==> src/rtl/led_pattern_gen_if.sv <==
// Configuration port for led_pattern_gen.
// Handshake: a transfer happens on a rising clock edge where cfg_valid and
// cfg_ready are both high. The master holds cfg_ch/mode/period/duty stable
// while cfg_valid is high. The slave may drop cfg_ready at any time.
interface led_pattern_gen_if #(
  parameter int CH_W     = 2,
  parameter int PWM_BITS = 8
);
  logic                cfg_valid;
  logic                cfg_ready;
  logic [CH_W-1:0]     cfg_ch;
  logic [1:0]          cfg_mode;
  logic [15:0]         cfg_period;
  logic [PWM_BITS-1:0] cfg_duty;

  modport master (
    output cfg_valid, cfg_ch, cfg_mode, cfg_period, cfg_duty,
    input  cfg_ready
  );

  modport slave (
    input  cfg_valid, cfg_ch, cfg_mode, cfg_period, cfg_duty,
    output cfg_ready
  );
endinterface

==> src/rtl/led_pattern_gen.sv <==
// Multi-channel LED driver. A shared prescaler produces a one-cycle TICK at
// TICK_HZ; every channel runs OFF, ON, BLINK (tick-timed half-period) or PWM
// (shared free-running counter against a per-channel duty). Channel modes are
// loaded at run time through the config port. LED outputs are registered.
module led_pattern_gen #(
  parameter int CLK_HZ   = 50_000_000,
  parameter int TICK_HZ  = 1_000,
  parameter int CHANNELS = 4,
  parameter int PWM_BITS = 8
) (
  input  logic                i_clk,
  input  logic                i_rst_n,
  led_pattern_gen_if.slave    i_cfg,
  output logic                o_tick,
  output logic [CHANNELS-1:0] o_led,
  output logic [1:0]          o_cfg_state
);

  localparam int DIV   = CLK_HZ / TICK_HZ;
  localparam int PRE_W = (DIV > 1) ? $clog2(DIV) : 1;
  localparam logic [PRE_W-1:0] PRE_LAST = PRE_W'(DIV - 1);

  localparam logic [1:0] MODE_OFF   = 2'b00;
  localparam logic [1:0] MODE_ON    = 2'b01;
  localparam logic [1:0] MODE_BLINK = 2'b10;
  localparam logic [1:0] MODE_PWM   = 2'b11;

  // Config acceptor: INIT holds ready low for the first edge after reset,
  // GAP enforces one idle cycle after every accept.
  typedef enum logic [1:0] {
    S_INIT  = 2'd0,
    S_READY = 2'd1,
    S_GAP   = 2'd2
  } cfg_state_t;

  cfg_state_t            r_state;
  cfg_state_t            w_state_nxt;
  logic                  w_ready;
  logic                  w_accept;
  logic                  w_ch_ok;

  logic [PRE_W-1:0]      r_pre_cnt;
  logic                  r_tick;
  logic [PWM_BITS-1:0]   r_pwm_cnt;

  logic [1:0]            r_mode   [CHANNELS];
  logic [15:0]           r_period [CHANNELS];
  logic [PWM_BITS-1:0]   r_duty   [CHANNELS];
  logic [15:0]           r_bcnt   [CHANNELS];
  logic [CHANNELS-1:0]   r_phase;
  logic [CHANNELS-1:0]   r_led;
  logic [CHANNELS-1:0]   w_led_nxt;

  // Prescaler: pre_cnt wraps at DIV-1; TICK is high the cycle after the wrap.
  always_ff @(posedge i_clk or negedge i_rst_n) begin
    if (!i_rst_n) begin
      r_pre_cnt <= '0;
      r_tick    <= 1'b0;
    end else begin
      r_tick    <= (r_pre_cnt == PRE_LAST);
      r_pre_cnt <= (r_pre_cnt == PRE_LAST) ? '0 : r_pre_cnt + PRE_W'(1);
    end
  end

  // Config FSM state register.
  always_ff @(posedge i_clk or negedge i_rst_n) begin
    if (!i_rst_n) r_state <= S_INIT;
    else          r_state <= w_state_nxt;
  end

  // Config FSM next state and ready output.
  always_comb begin
    w_state_nxt = r_state;
    w_ready     = 1'b0;
    unique case (r_state)
      S_INIT:  w_state_nxt = S_READY;
      S_READY: begin
        w_ready = 1'b1;
        if (i_cfg.cfg_valid) w_state_nxt = S_GAP;
      end
      S_GAP:   w_state_nxt = S_READY;
      default: w_state_nxt = S_INIT;
    endcase
  end

  assign w_accept        = w_ready & i_cfg.cfg_valid;
  // Out-of-range channels still complete the handshake but write nothing.
  assign w_ch_ok         = (32'(i_cfg.cfg_ch) < CHANNELS);
  assign i_cfg.cfg_ready = w_ready;
  assign o_cfg_state     = r_state;

  // Shared PWM counter, free-running every clock.
  always_ff @(posedge i_clk or negedge i_rst_n) begin
    if (!i_rst_n) r_pwm_cnt <= '0;
    else          r_pwm_cnt <= r_pwm_cnt + PWM_BITS'(1);
  end

  // Channel state: a config write wins over a same-edge tick and restarts
  // the blink counter/phase; otherwise BLINK channels advance on TICK.
  always_ff @(posedge i_clk or negedge i_rst_n) begin
    if (!i_rst_n) begin
      for (int c = 0; c < CHANNELS; c++) begin
        r_mode[c]   <= MODE_OFF;
        r_period[c] <= 16'd1;
        r_duty[c]   <= '0;
        r_bcnt[c]   <= '0;
      end
      r_phase <= '0;
    end else begin
      for (int c = 0; c < CHANNELS; c++) begin
        if (w_accept && w_ch_ok && (32'(i_cfg.cfg_ch) == c)) begin
          r_mode[c]   <= i_cfg.cfg_mode;
          r_period[c] <= (i_cfg.cfg_period == 16'd0) ? 16'd1 : i_cfg.cfg_period;
          r_duty[c]   <= i_cfg.cfg_duty;
          r_bcnt[c]   <= '0;
          r_phase[c]  <= 1'b0;
        end else if (r_tick && (r_mode[c] == MODE_BLINK)) begin
          if (r_bcnt[c] >= r_period[c] - 16'd1) begin
            r_bcnt[c]  <= '0;
            r_phase[c] <= ~r_phase[c];
          end else begin
            r_bcnt[c]  <= r_bcnt[c] + 16'd1;
          end
        end
      end
    end
  end

  // Per-channel LED level from mode and state; all-ones duty means fully on.
  always_comb begin
    w_led_nxt = '0;
    for (int c = 0; c < CHANNELS; c++) begin
      unique case (r_mode[c])
        MODE_OFF:   w_led_nxt[c] = 1'b0;
        MODE_ON:    w_led_nxt[c] = 1'b1;
        MODE_BLINK: w_led_nxt[c] = r_phase[c];
        MODE_PWM:   w_led_nxt[c] = (r_duty[c] == '1) | (r_pwm_cnt < r_duty[c]);
        default:    w_led_nxt[c] = 1'b0;
      endcase
    end
  end

  // Registered LED drive; async reset forces the pins low immediately.
  always_ff @(posedge i_clk or negedge i_rst_n) begin
    if (!i_rst_n) r_led <= '0;
    else          r_led <= w_led_nxt;
  end

  assign o_led  = r_led;
  assign o_tick = r_tick;

endmodule

==> src/flat_wrapper.sv <==
// flat-port wrapper written by rule: the top's interface ports become plain ports
module led_pattern_gen_flat 
#(
  parameter int CLK_HZ   = 50_000_000,
  parameter int TICK_HZ  = 1_000,
  parameter int CHANNELS = 4,
  parameter int PWM_BITS = 8
)
  (i_clk, i_rst_n, o_tick, o_led, o_cfg_state, i_cfg_cfg_valid, i_cfg_cfg_ch, i_cfg_cfg_mode, i_cfg_cfg_period, i_cfg_cfg_duty, i_cfg_cfg_ready);
  led_pattern_gen_if #(.CH_W(2), .PWM_BITS(PWM_BITS)) i_cfg_i ();
  input  logic i_clk;
  input  logic i_rst_n;
  output logic o_tick;
  output logic [CHANNELS-1:0] o_led;
  output logic [1:0] o_cfg_state;
  input wire logic [$bits(i_cfg_i.cfg_valid)-1:0] i_cfg_cfg_valid;
  input wire logic [$bits(i_cfg_i.cfg_ch)-1:0] i_cfg_cfg_ch;
  input wire logic [$bits(i_cfg_i.cfg_mode)-1:0] i_cfg_cfg_mode;
  input wire logic [$bits(i_cfg_i.cfg_period)-1:0] i_cfg_cfg_period;
  input wire logic [$bits(i_cfg_i.cfg_duty)-1:0] i_cfg_cfg_duty;
  output wire logic [$bits(i_cfg_i.cfg_ready)-1:0] i_cfg_cfg_ready;
  assign i_cfg_i.cfg_valid = i_cfg_cfg_valid;
  assign i_cfg_i.cfg_ch = i_cfg_cfg_ch;
  assign i_cfg_i.cfg_mode = i_cfg_cfg_mode;
  assign i_cfg_i.cfg_period = i_cfg_cfg_period;
  assign i_cfg_i.cfg_duty = i_cfg_cfg_duty;
  assign i_cfg_cfg_ready = i_cfg_i.cfg_ready;
  led_pattern_gen #(.CLK_HZ(CLK_HZ), .TICK_HZ(TICK_HZ), .CHANNELS(CHANNELS), .PWM_BITS(PWM_BITS)) u_core (.i_clk(i_clk), .i_rst_n(i_rst_n), .i_cfg(i_cfg_i), .o_tick(o_tick), .o_led(o_led), .o_cfg_state(o_cfg_state));
endmodule
==> config.mk <==
export PLATFORM = sky130hd
export DESIGN_NAME = led_pattern_gen_flat
export DESIGN_NICKNAME = d
export VERILOG_FILES = /design/src/rtl/led_pattern_gen_if.sv /design/src/rtl/led_pattern_gen.sv /design/src/flat_wrapper.sv
export SDC_FILE = /design/constraint.sdc
export NUM_CORES = 1
export LEC_CHECK = 0
export ABC_AREA = 1
export BUFFER_PORTS_ARGS = -buffer_cell sky130_fd_sc_hd__buf_2
export CAP_MARGIN = 10
export CORE_MARGIN = 3
export CORE_UTILIZATION = 40
export CTS_BUF_LIST = sky130_fd_sc_hd__clkbuf_4
export CTS_CLUSTER_SIZE = 10
export DETAILED_ROUTE_END_ITERATION = 12
export SLEW_MARGIN = 10
export SYNTH_ARGS = -nofsm -noshare
export SYNTH_HDL_FRONTEND = slang
export SYNTH_SLANG_ARGS = --single-unit
==> constraint.sdc <==
create_clock -name i_clk -period 2.8 [get_ports i_clk]
set_input_delay 0 -clock i_clk [delete_from_list [all_inputs] [get_ports i_clk]]
set_output_delay 0 -clock i_clk [all_outputs]
set_load 0.02 [all_outputs]
# After elaboration in Yosys (flattened, before gate mapping)
# Index checks and enable logic that the tools add are counted.
[word_totals]
register_bits = 203
latch_bits = 0
ram_bits = 0
romBits = 0
out_inout_bits = 8
wordCells = 136
n_memories = 0
[classes]
n_addsub = 10
n_mul = 0
div_mod_pow = 0
n_lt_le_gt_ge = 8
eq_ne = 23
n_shift = 0
muxes = 33
bitwise_logic = 9
reduce_logical = 28
[ops]
columns = ["cell", "count"]
rows = [
  ["2-to-1 mux 16 bit", 14],
  ["adder 16 x 1 -> 16 bit, second input constant", 5],
  ["greater-or-equal comparator 16 bit", 4],
  ["subtractor 16 x 1 -> 16 bit, second input constant", 4],
  ["equality test 8 bit, second input constant", 4],
  ["less-than comparator 8 bit", 4],
  ["equality test 2 bit, second input constant", 11],
  ["equality test 16 bit, second input constant", 1],
  ["logical NOT 16 bit", 1],
  ["one-hot mux 1 bit (4 select lines)", 4],
  ["nonzero test 2 bit", 8],
  ["2-to-1 mux 1 bit", 13],
  ["equality test 2 x 1 -> 1 bit, second input constant", 6],
  ["logical NOT 2 bit", 6],
  ["adder 8 x 1 -> 8 bit, second input constant", 1],
  ["logical AND 1 bit", 8],
  ["AND reduction 2 bit", 4],
  ["NOT 1 bit", 4],
  ["OR 1 bit", 4],
  ["one-hot mux 2 bit (2 select lines)", 1],
  ["2-to-1 mux 2 bit", 1],
  ["inequality test 2 bit, second input constant", 1],
  ["OR reduction 2 bit", 1],
  ["AND 1 bit", 1],
]

# Depth between registers and ports, before layout
# Gate-level depths: netlist of the first run.
[logic_depth]
depth_word = 6
ltp_mapped = 20
ltp_nobuf = 20

# Least setup slack after synthesis of the first run
# Ideal clock, no wire load.
[synth_timing]
path_type = "register to register"
startpoint = "register u_core.r_period[0] (netlist bit)"
endpoint = "register u_core.r_bcnt[0] (netlist bit)"
setup_ps = 82
t_arrival_ps = 2673
required_time_ps = 2718
slack_ps = 45
path_stages_with_launch = 17
n_path_buf = 0
synth_period_minus_slack_ps = 2755
path_cell_list = "dfstp_2 > inv_1 > ha_1 > nand2_1 > nor3_1 > nand2_1 > nor3_1 > xor2_1 > inv_1 > ha_1 > nand2_1 > inv_1 > nand2_1 > a21oi_1 > nor2_1 > nand4_1 > o21bai_1"
[synth_between]
elab_chain_len = 5
[synth_rtl]
columns = ["item", "line", "rtl"]
rows = [
  ["start: declaration", "led_pattern_gen.sv:47", "logic [15:0] r_period [CHANNELS];"],
  ["start signal: indexed assignment", "led_pattern_gen.sv:113", "r_period[c] <= (i_cfg.cfg_period == 16'd0) ? 16'd1 : i_cfg.cfg_period;"],
  ["subtractor 16 x 1 -> 16 bit", "led_pattern_gen.sv:118", "if (r_bcnt[c] >= r_period[c] - 16'd1) begin"],
  ["greater-or-equal comparator 16 bit", "led_pattern_gen.sv:118", ""],
  ["2-to-1 mux 16 bit", "led_pattern_gen.sv:118", ""],
  ["2-to-1 mux 16 bit", "led_pattern_gen.sv:117", "end else if (r_tick && (r_mode[c] == MODE_BLINK)) begin"],
  ["2-to-1 mux 16 bit", "led_pattern_gen.sv:111", "if (w_accept && w_ch_ok && (32'(i_cfg.cfg_ch) == c)) begin"],
  ["end signal: indexed assignment", "led_pattern_gen.sv:122", "r_bcnt[c] <= r_bcnt[c] + 16'd1;"],
  ["end: declaration", "led_pattern_gen.sv:49", "logic [15:0] r_bcnt [CHANNELS];"],
]
# No other way between the ends. The select of a mux whose other input is x is not followed.
# A chain may end at the register's enable or synchronous reset.

# Worst setup path after layout of the first run
[layout_timing]
startpoint = "register u_core.r_period[49] (netlist bit)"
endpoint = "register u_core.r_bcnt[51] (netlist bit)"
# The elaborated chain is that of the path after synthesis.

==> reports/metrics.cfg, run 1 <==
[floorplanning]
num_rows = 65
coreArea_sq_um = 32100
start_util = 0.412
die-height_um = 188
dieArea_sq_um = 35300
die_w_um = 188
io_pins = 39

[placed_design]
gp_congestion = 0.848
port_buffers = 38
place_inst = 2254
dp_hpwl_um = 23900

[critical_path]
critPathRequiredTime_ns = 3.41
critPathLaunch = u_core.r_period[49]
path_class = reg -> reg
critical_path.max_stage_delay_ns = 0.39
path_cells = inv_2, ha_4, nand2_4, nor2_4, nand3_2, nor2_4, nand2_2, nor2_2, xor2_1, inv_1, ha_1, nand2_1, inv_2, nand2_2, a21oi_2, nor2_2, nand4_1, buf_4, o21bai_1
startpoint_type = flop
cp_slowest_cell = dfrtp_1
crit_fanout = 3
r2r_start = u_core.r_period[49]
endpoint_kind = flop
critPathBufInv = 4
crit_arrival_ns = 3.32
critPathTopFamily = simple AND/OR/NAND/NOR gates

[route]
wl_um = 33900
viasPerCell = 4.91
wire_per_inst_um = 14.1
routedLengthMet1_um = 15800
vias = 11843
wl_met2_um = 15600
drt_iter0_markers = 644
routed-wl-met3_um = 1700
highest_layer = met5
drc = 0
dr.pass1.iters = 5
ant_nets = 0

[power_and_ir_drop]
p_comb_frac = 0.318
cellPowerDensity_nw_per_um2 = 622
p_switching_mw = 3.58
internal_power_mw = 6.20
p_sw_frac = 0.366
leakagePower_nw = 7.93
vdd.ir_drop.worst_v = 0.000356
clkPwrFrac = 0.284
p_seq_frac = 0.398

[clock_tree]
cts-root-buf = clkbuf_4
cts_tree = built
cts_buffers = 58
path_clk_slew_ns = 0.07
numClockSinks = 203
clkLatencyLatePin_ns = 0.70
h-tree-depth = 2
clk_path_buf_depth = 3

[layout]
drive_gt1_frac = 0.146
nets = 2063
fillCellCount = 3176
final_cell_mix = nand2_1 (413), inv_1 (283), dfrtp_1 (196)
syn_to_final_growth_pct = 18.8
fin_cells = 2414
final_common_cell = nand2_1

[logic_synthesis]
yosysSeqAreaShare = 0.384
synthCells = 1773
syn_avg_cell_area_sq_um = 7.47
yosys.area_share.simple = 0.272
netlist_area_sq_um = 13200
yosys.area_share.adder = 0.0964
yosysUniqueCellTypes = 35
synth_mux_area_frac = 0
yosys_warnings = 0
synth_seq_cells = 203
syn_nets = 1906
synthXorXnorAreaFrac = 0.0523
synth-compound-area-share = 0.100
synth_top_family_by_area = simple AND/OR/NAND/NOR gates

[timing]
worst_pin_slew_ns = 0.706
whs_ns = 0.133
grt_setup_unrepaired = true
slew_violations = 0
max_freq_mhz = 368
finalHoldViolCount = 0
skew_ns = 0.0299
min_period_over_period = 0.969
relSlewSlack = 0.529
setup_viol = 0
period_minus_slack_ns = 2.71

[status]
status = completed

[global_routing]
grt_max_degree = 85
antenna_found_initial = 2
grt_pass1_vias = 11415
grt_pass1_wl_um = 56200
track_usage = 0.191
gr-total-overflow = 0

[min_path]
min-delay-start = i_cfg_cfg_duty[5]
hold_class = in -> reg

[flow_run]
cap_violations = 0

power by group through the flow:
stage                     clock network [mW]  registers, mW  logic, mW
final                                   2.78           3.89       3.11
after global routing                    3.07           3.96       3.61
after CTS                               2.92           3.87       2.81
after detailed placement                   0           3.91       2.75
after global placement                     0           3.90       2.68
after floorplan                            0           3.85       1.96
layer usage:
layer / GRT usage / vias to the layer above
li1: - / 6058
met1: 0.258 / 5466
met2: 0.309 / 249
met3: 0.0400 / 68
met4: 0.0545 / 2
met5: 0 / -
cells by family after synthesis:
kind of cell	Yosys count
AO/OA/AOI/OAI	233
XOR/XNOR	79
adder cells (fa/ha/maj)	102
buffers and inverters	327
flip-flops	203
AND/OR/NAND/NOR	829
cell usage after synthesis (all sizes together):
cell,count,area [sq um]
ha,102,1280
xnor2,16,140
buf,7,63.8
nand3,87,495
nor2b,1,6.26
nand3b,3,22.5
a31oi,1,6.26
o22ai,5,43.8
nor4,19,119
a21oi,38,190
o21bai,49,368
and2,1,6.26
dfstp,4,105
inv,298,1120
xor2,63,552
nand2,427,1630
nor3b,1,18.8
o21ai,134,671
nor3,27,135
or2,4,25.0
dfrtp,199,4980
o21a,2,15.0
clkbuf,21,78.8
a211oi,4,30.0
nand4,68,425
clkinv,1,3.75
nor2,191,717
layout make-up:
type                            count  area, sq um  area share
Multi-Input combinational cell   1243         7230       0.460
Sequential cell                   203         5090       0.324
Inverter                          299         1120      0.0714
Timing Repair Buffer              125          986      0.0627
Clock buffer                       90          676      0.0430
Tap cell                          435          544      0.0346
Clock inverter                     18         75.1     0.00477
Antenna cell                        1         2.50    0.000159
registers in the layout, indices dropped and copies added, names as in the netlist:
| signal | count |
|---|---|
| u_core.r_pre_cnt | 16 |
| u_core.o_cfg_state | 2 |
| u_core.r_period | 64 |
| u_core.r_pwm_cnt | 8 |
| u_core.r_bcnt | 64 |
| u_core.o_tick | 1 |
| u_core.r_duty | 32 |
| u_core.o_led | 4 |
| u_core.r_phase | 4 |
| u_core.r_mode | 8 |
worst register-to-register path, stage by stage, from the launching register on:
cell	delay, ns
dfrtp_1	0.39
inv_2	0.08
ha_4	0.15
nand2_4	0.05
nor2_4	0.11
nand3_2	0.12
nor2_4	0.15
nand2_2	0.06
nor2_2	0.13
xor2_1	0.18
inv_1	0.06
ha_1	0.28
nand2_1	0.08
inv_2	0.04
nand2_2	0.05
a21oi_2	0.05
nor2_2	0.19
nand4_1	0.15
buf_4	0.18
o21bai_1	0.13
worst paths after layout:
kind	end	slack (ns)	depth (start not counted)
max	u_core.r_bcnt[51]	0.09	19
min reg2reg	u_core.r_pre_cnt[0]	0.47	1
min	u_core.r_duty[21]	0.13	4
min in group asynchronous	u_core.o_led[3]	0.44	3
max in group asynchronous	u_core.r_period[16]	1.46	4
max reg2reg	u_core.r_bcnt[51]	0.09	19
stage by stage:
step	area, sq um	setup WS (ns)	setup TNS (ns)	power (mW)	util
finish	15700	0.0857	0	9.78	0.490
global route	15700	-0.0743	-0.715	10.6	0.490
CTS	15200	-0.00763	-0.00763	9.59	0.475
detailed placement	14100	-0.0935	-0.829	6.67	0.440
global placement	14100	0.0484	0	6.57	0.440
floorplan	13200	0.0450	0	5.82	-
what timing repair did:
item                                   CTS  global route
pin swaps                                3            55
hold buffers                            33             0
resized for setup                        1           104
endpoints found under the hold margin  331             0
setup buffers                            4            14
setup endpoints to repair               27            68
(Power assumes the default switching activity.)
==> run 2: changes to the inputs <==
- CAP_MARGIN: 10 -> not set
- CTS_BUF_LIST: sky130_fd_sc_hd__clkbuf_4 -> not set
==> run 2 against run 1 <==
Against the previous run: register-to-register slack hardly changed; first-iteration DRC count is 14% higher; sequential power hardly changed; power is 2.0% higher; non-clock buffer count is 4 lower; final cell count is 2.9% lower; via count is 1.4% lower; count of clock-buffer cells in the layout is 47 lower; die area stayed put.
==> reports/metrics.cfg, run 2 (synthesis gave the netlist of run 1 again) <==
[placed_design]
place_ws_ns = -0.0935
dpl_cell_area_sq_um = 14100
gp_congestion = 0.848
place_inst = 2254
port_buffers = 38
dp_hpwl_um = 23900

[layout]
antenna_cells = 0
final_cell_mix = nand2_1 (413), inv_1 (283), dfrtp_1 (196)
top_regs = u_core.r_bcnt: 64 flops, u_core.r_period: 64 flops, u_core.r_duty: 32 flops
fin_cells = 2345
nets = 2026
final_common_cell = nand2_1
syn_to_final_growth_pct = 18.3
drive_gt1_frac = 0.116
post-route-util = 0.487
final_area_sq_um = 15700

[timing]
finalHoldViolCount = 0
worst_pin_slew_ns = 0.716
min_period_over_period = 0.969
setup_viol = 0
skew_ns = 0.00910
slew_violations = 0
fin_ws_ns = 0.0873
max_freq_mhz = 369
period_minus_slack_ns = 2.71
relSlewSlack = 0.523
grt_setup_unrepaired = true

[floorplanning]
die_w_um = 188
coreArea_sq_um = 32100
num_rows = 65
io_pins = 39
dieArea_sq_um = 35300
start_util = 0.412
die-height_um = 188

[critical_path]
critPathRequiredTime_ns = 3.24
crit_arrival_ns = 3.16
critPathLaunch = u_core.r_period[49]
startpoint_type = flop
r2r_start = u_core.r_period[49]
crit_fanout = 3
endpoint_kind = flop
path_class = reg -> reg

[clock_tree]
clk_path_buf_depth = 3
clkLatencyLatePin_ns = 0.52
numClockSinks = 203
cts-root-buf = clkbuf_16
cts_tree = built
path_clk_slew_ns = 0.06
h-tree-depth = 1
cts_buffers = 25

[power_and_ir_drop]
leakagePower_nw = 7.81
clkPwrFrac = 0.298
internal_power_mw = 6.47
cellPowerDensity_nw_per_um2 = 637
vdd.ir_drop.worst_v = 0.000490
p_comb_frac = 0.311
p_sw_frac = 0.351
p_seq_frac = 0.391
p_switching_mw = 3.51

[route]
wl_um = 33800
drc = 0
ant_nets = 0
wire_per_inst_um = 14.4
vias = 11683
drt_iter0_markers = 733
dr.pass1.iters = 6
viasPerCell = 4.98

[global_routing]
grt_pass1_vias = 11066
grt_pass1_wl_um = 55700
antenna_found_initial = 1
grt_max_degree = 85
track_usage = 0.189
gr-total-overflow = 0

[min_path]
hold_class = in -> reg
min-delay-start = i_cfg_cfg_ch[0]

[flow_run]
cap_violations = 0

[status]
status = completed

run 2: changes by cell type in the layout (fill, tap and decap cells not counted), sizes merged:
cell         previous run  this run
clkbuf                 91        44
clkinv                 17         2
dlygate4sd3            33        28
buf                    91        92
clkinvlp                1         0
diode                   1         0
inv                   299       298
run 2: cell type report:
class	count	area (sq um)
inverters	299	1120
fillers	3156	16500
flip-flops and latches	203	5090
well taps	435	544
clock inverters	1	5.00
repair buffers	121	955
multi-input cells	1243	7210
clock buffers	43	723
run 2: power by group through the flow:
| stage | Clock (mW) | Combinational, mW | Sequential, mW |
|---|---|---|---|
| floorplan | 0 | 1.96 | 3.85 |
| global route | 3.18 | 3.60 | 3.97 |
| finish | 2.98 | 3.10 | 3.90 |
| detailed placement | 0 | 2.75 | 3.91 |
| CTS | 3.07 | 2.80 | 3.87 |
| global placement | 0 | 2.68 | 3.90 |
run 2: metrics by stage:
step	hold WS [ns]	TNS [ns]	power (mW)
floorplan	-0.296	0	5.82
global placement	0.108	0	6.57
detailed placement	0.109	-0.829	6.67
CTS	0.0542	0	9.74
global route	0.0991	-0.952	10.8
finish	0.0731	0	9.97
run 2: critical path, stage by stage (launching register included):
cell      delay [ns]
dfrtp_1         0.38
inv_2           0.08
ha_4            0.13
nand2_2         0.05
nor2_4          0.12
nand3_2         0.12
nor2_4          0.16
nand2_2         0.06
nor2_2          0.13
xor2_1          0.18
inv_1           0.06
ha_1            0.28
nand2_1         0.08
inv_2           0.04
nand2_2         0.06
a21oi_2         0.05
nor2_2          0.19
nand4_1         0.15
buf_4           0.18
o21bai_1        0.14
run 2: final timing paths:
kind	endpoint	slack [ns]	cells after the start
setup / recovery	u_core.r_bcnt[62]	0.09	19
hold / removal	u_core.r_period[36]	0.07	3
setup reg to reg	u_core.r_bcnt[62]	0.09	19
hold reg to reg	u_core.r_pre_cnt[0]	0.48	1
max in group asynchronous	u_core.r_period[16]	1.83	3
min in group asynchronous	u_core.o_led[3]	0.08	2
run 2: timing repair:
| action | 4_1_cts | 5_1_grt |
|---|---|---|
| pin swaps | 3 | 61 |
| hold buffers | 28 | 0 |
| setup endpoints to repair | 24 | 68 |
| buffers inserted | 4 | 15 |
| endpoints found under the hold margin | 184 | 0 |
| gates resized for setup | 1 | 103 |
run 2: metal layers:
metal,vias to the layer above,global-route usage,share of wire
met1,5458,0.264,0.48
met5,-,0,0.00038
met2,236,0.311,0.46
met3,38,0.0275,0.041
li1,5949,-,-
met4,2,0.0401,0.018
==> run 3: changes to the inputs <==
- BUFFER_PORTS_ARGS: -buffer_cell sky130_fd_sc_hd__buf_2 -> not set
- DONT_BUFFER_PORTS: not set -> 1
- clock period: 2.8 -> 2.9 ns (I/O delays scaled with it)
==> run 3 against run 2 <==
Against the previous run: the run now ends with negative hold slack left; first-iteration DRC count is 5.7% lower; maximum frequency grew 1.9%; critical path depth stayed put; via count down 0.74%; count of clock-buffer cells in the layout shrank 1; register-to-register slack better by 0.15 ns; final cell count down 2.2%; largest cell class unchanged; clock skew rose by 0.0076 ns; critical path type unchanged; critical endpoint is now u_core.r_bcnt[51]; largest power group unchanged.
==> reports/metrics.cfg, run 3 (synthesis gave the netlist of run 1 again) <==
[route]
dr.pass1.iters = 5
wl_um = 33100
drc = 0
wire_per_inst_um = 14.4
drt_iter0_markers = 691
vias = 11597
viasPerCell = 5.06
ant_nets = 0

[layout]
fillCellCount = 3185
antenna_cells = 0
final_cell_mix = nand2_1 (418), inv_1 (288), dfrtp_1 (198)
nets = 1972
final_area_sq_um = 15200
top_regs = u_core.r_bcnt: 64 flops, u_core.r_period: 64 flops, u_core.r_duty: 32 flops
final_common_cell = nand2_1
syn_to_final_growth_pct = 14.7
drive_gt1_frac = 0.0743

[timing]
max_freq_mhz = 376
setup_viol = 0
worst_pin_slew_ns = 0.863
period_minus_slack_ns = 2.66
skew_ns = 0.0167
setup-tns-final_ns = 0
min_period_over_period = 0.918
whs_ns = -0.828
finalHoldViolCount = 203
slew_violations = 0
relSlewSlack = 0.419

[floorplanning]
dieArea_sq_um = 35300
num_rows = 65
coreArea_sq_um = 32100
start_util = 0.412
die_w_um = 188
io_pins = 39
die-height_um = 188

[clock_tree]
cts_tree = built
h-tree-depth = 1
clkLatencyLatePin_ns = 0.54
cts-root-buf = clkbuf_16
path_clk_slew_ns = 0.06
ctsHoldBuffers = 30
numClockSinks = 203
cts_buffers = 26
clk_path_buf_depth = 3

[min_path]
hold_class = in -> async

[status]
status = finished, violations left
violations = negative hold slack

[placed_design]
gp_congestion = 0.857
dp_hpwl_um = 23400
port_buffers = 0
dpl_cell_area_sq_um = 13800

[critical_path]
path_cells = inv_2, ha_4, nand2_1, nor2_2, nand3_2, nor2_4, nand2_1, nor2_2, xor2_1, inv_1, ha_1, nand2_1, inv_1, nand2_1, a21oi_1, nor2_2, nand4_1, buf_4, o21bai_1
r2r_start = u_core.r_period[49]
crit_path_frequent_cell = nand2_1
critical_path.max_stage_delay_ns = 0.39
startpoint_type = flop
endpoint_kind = flop
crit_arrival_ns = 3.11
path_class = reg -> reg
crit_fanout = 6
critPathRequiredTime_ns = 3.35
critPathLaunch = u_core.r_period[49]
cp_slowest_cell = dfrtp_1

[power_and_ir_drop]
cellPowerDensity_nw_per_um2 = 620
vdd.ir_drop.worst_v = 0.000486
leakagePower_nw = 7.58

[global_routing]
grt_max_degree = 204
grt_pass1_wl_um = 55000
grt_pass1_vias = 11136
antenna_found_initial = 1
track_usage = 0.186
gr-total-overflow = 0

[flow_run]
cap_violations = 0

==> run 3: power breakdown <==
group	switching [mW]	total [mW]	internal [mW]
registers	0.473	3.81	3.34
clock network	1.22	2.98	1.76
logic	1.55	2.63	1.08
total	3.25	9.42	6.18
==> run 3: path summary, 6_finish.rpt <==
| check | to | slack, ns | cells after the start |
|---|---|---|---|
| setup reg to reg | u_core.r_bcnt[51] | 0.24 | 19 |
| setup / recovery | u_core.r_bcnt[51] | 0.24 | 19 |
| max in group asynchronous | u_core.r_period[16] | 3.38 | 0 |
| min in group i_clk | u_core.r_period[16] | 0.03 | 5 |
| hold reg to reg | u_core.r_pre_cnt[0] | 0.46 | 1 |
| hold / removal | u_core.o_led[3] | -0.83 | 0 |
==> run 3: worst max-delay path: cells and delay by family (launching register included) <==
family | cells | cell delay (ns)
fa+ha+maj | 2 | 0.40
compound gates | 2 | 0.19
flops | 1 | 0.39
xor+xnor | 1 | 0.15
simple gates | 10 | 1.12
buf+inv | 4 | 0.37
==> run 3: timing repair <==
action | CTS | global route
buffers inserted | 3 | 6
setup endpoints to repair | 21 | 68
endpoints found under the hold margin | 325 | 203
pin swaps | 2 | 19
resized for setup | 2 | 54
==> run 3: layer usage <==
layer	vias up	share of wire	GRT usage
met3	57	0.050	0.0312
li1	5838	-	-
met5	-	0.00021	0
met2	229	0.46	0.309
met1	5471	0.47	0.252
met4	2	0.025	0.0505
==> run 3: metrics by stage <==
step | hold slack, ns | utilization | total power, mW | cells | setup WS [ns]
finish | -0.828 | 0.473 | 9.42 | 2293 | 0.239
global route | -0.855 | 0.473 | 10.2 | 2293 | -0.0302
CTS | -0.864 | 0.466 | 9.36 | 2287 | 0.0262
detailed placement | -0.285 | 0.431 | 6.27 | 2207 | -0.0812
global placement | -0.288 | 0.431 | 6.17 | 2207 | -0.00490
floorplan | -0.296 | - | 5.62 | 1773 | 0.145
==> run 3: area by class of cell <==
type | count | area, sq um | share of cell area
clock buffer | 42 | 751 | 0.0494
clock inverter | 5 | 36.3 | 0.00239
inverter | 299 | 1120 | 0.0741
multi-input combinational | 1243 | 7070 | 0.465
sequential | 203 | 5090 | 0.335
tap | 435 | 544 | 0.0358
timing repair buffer | 66 | 578 | 0.0381
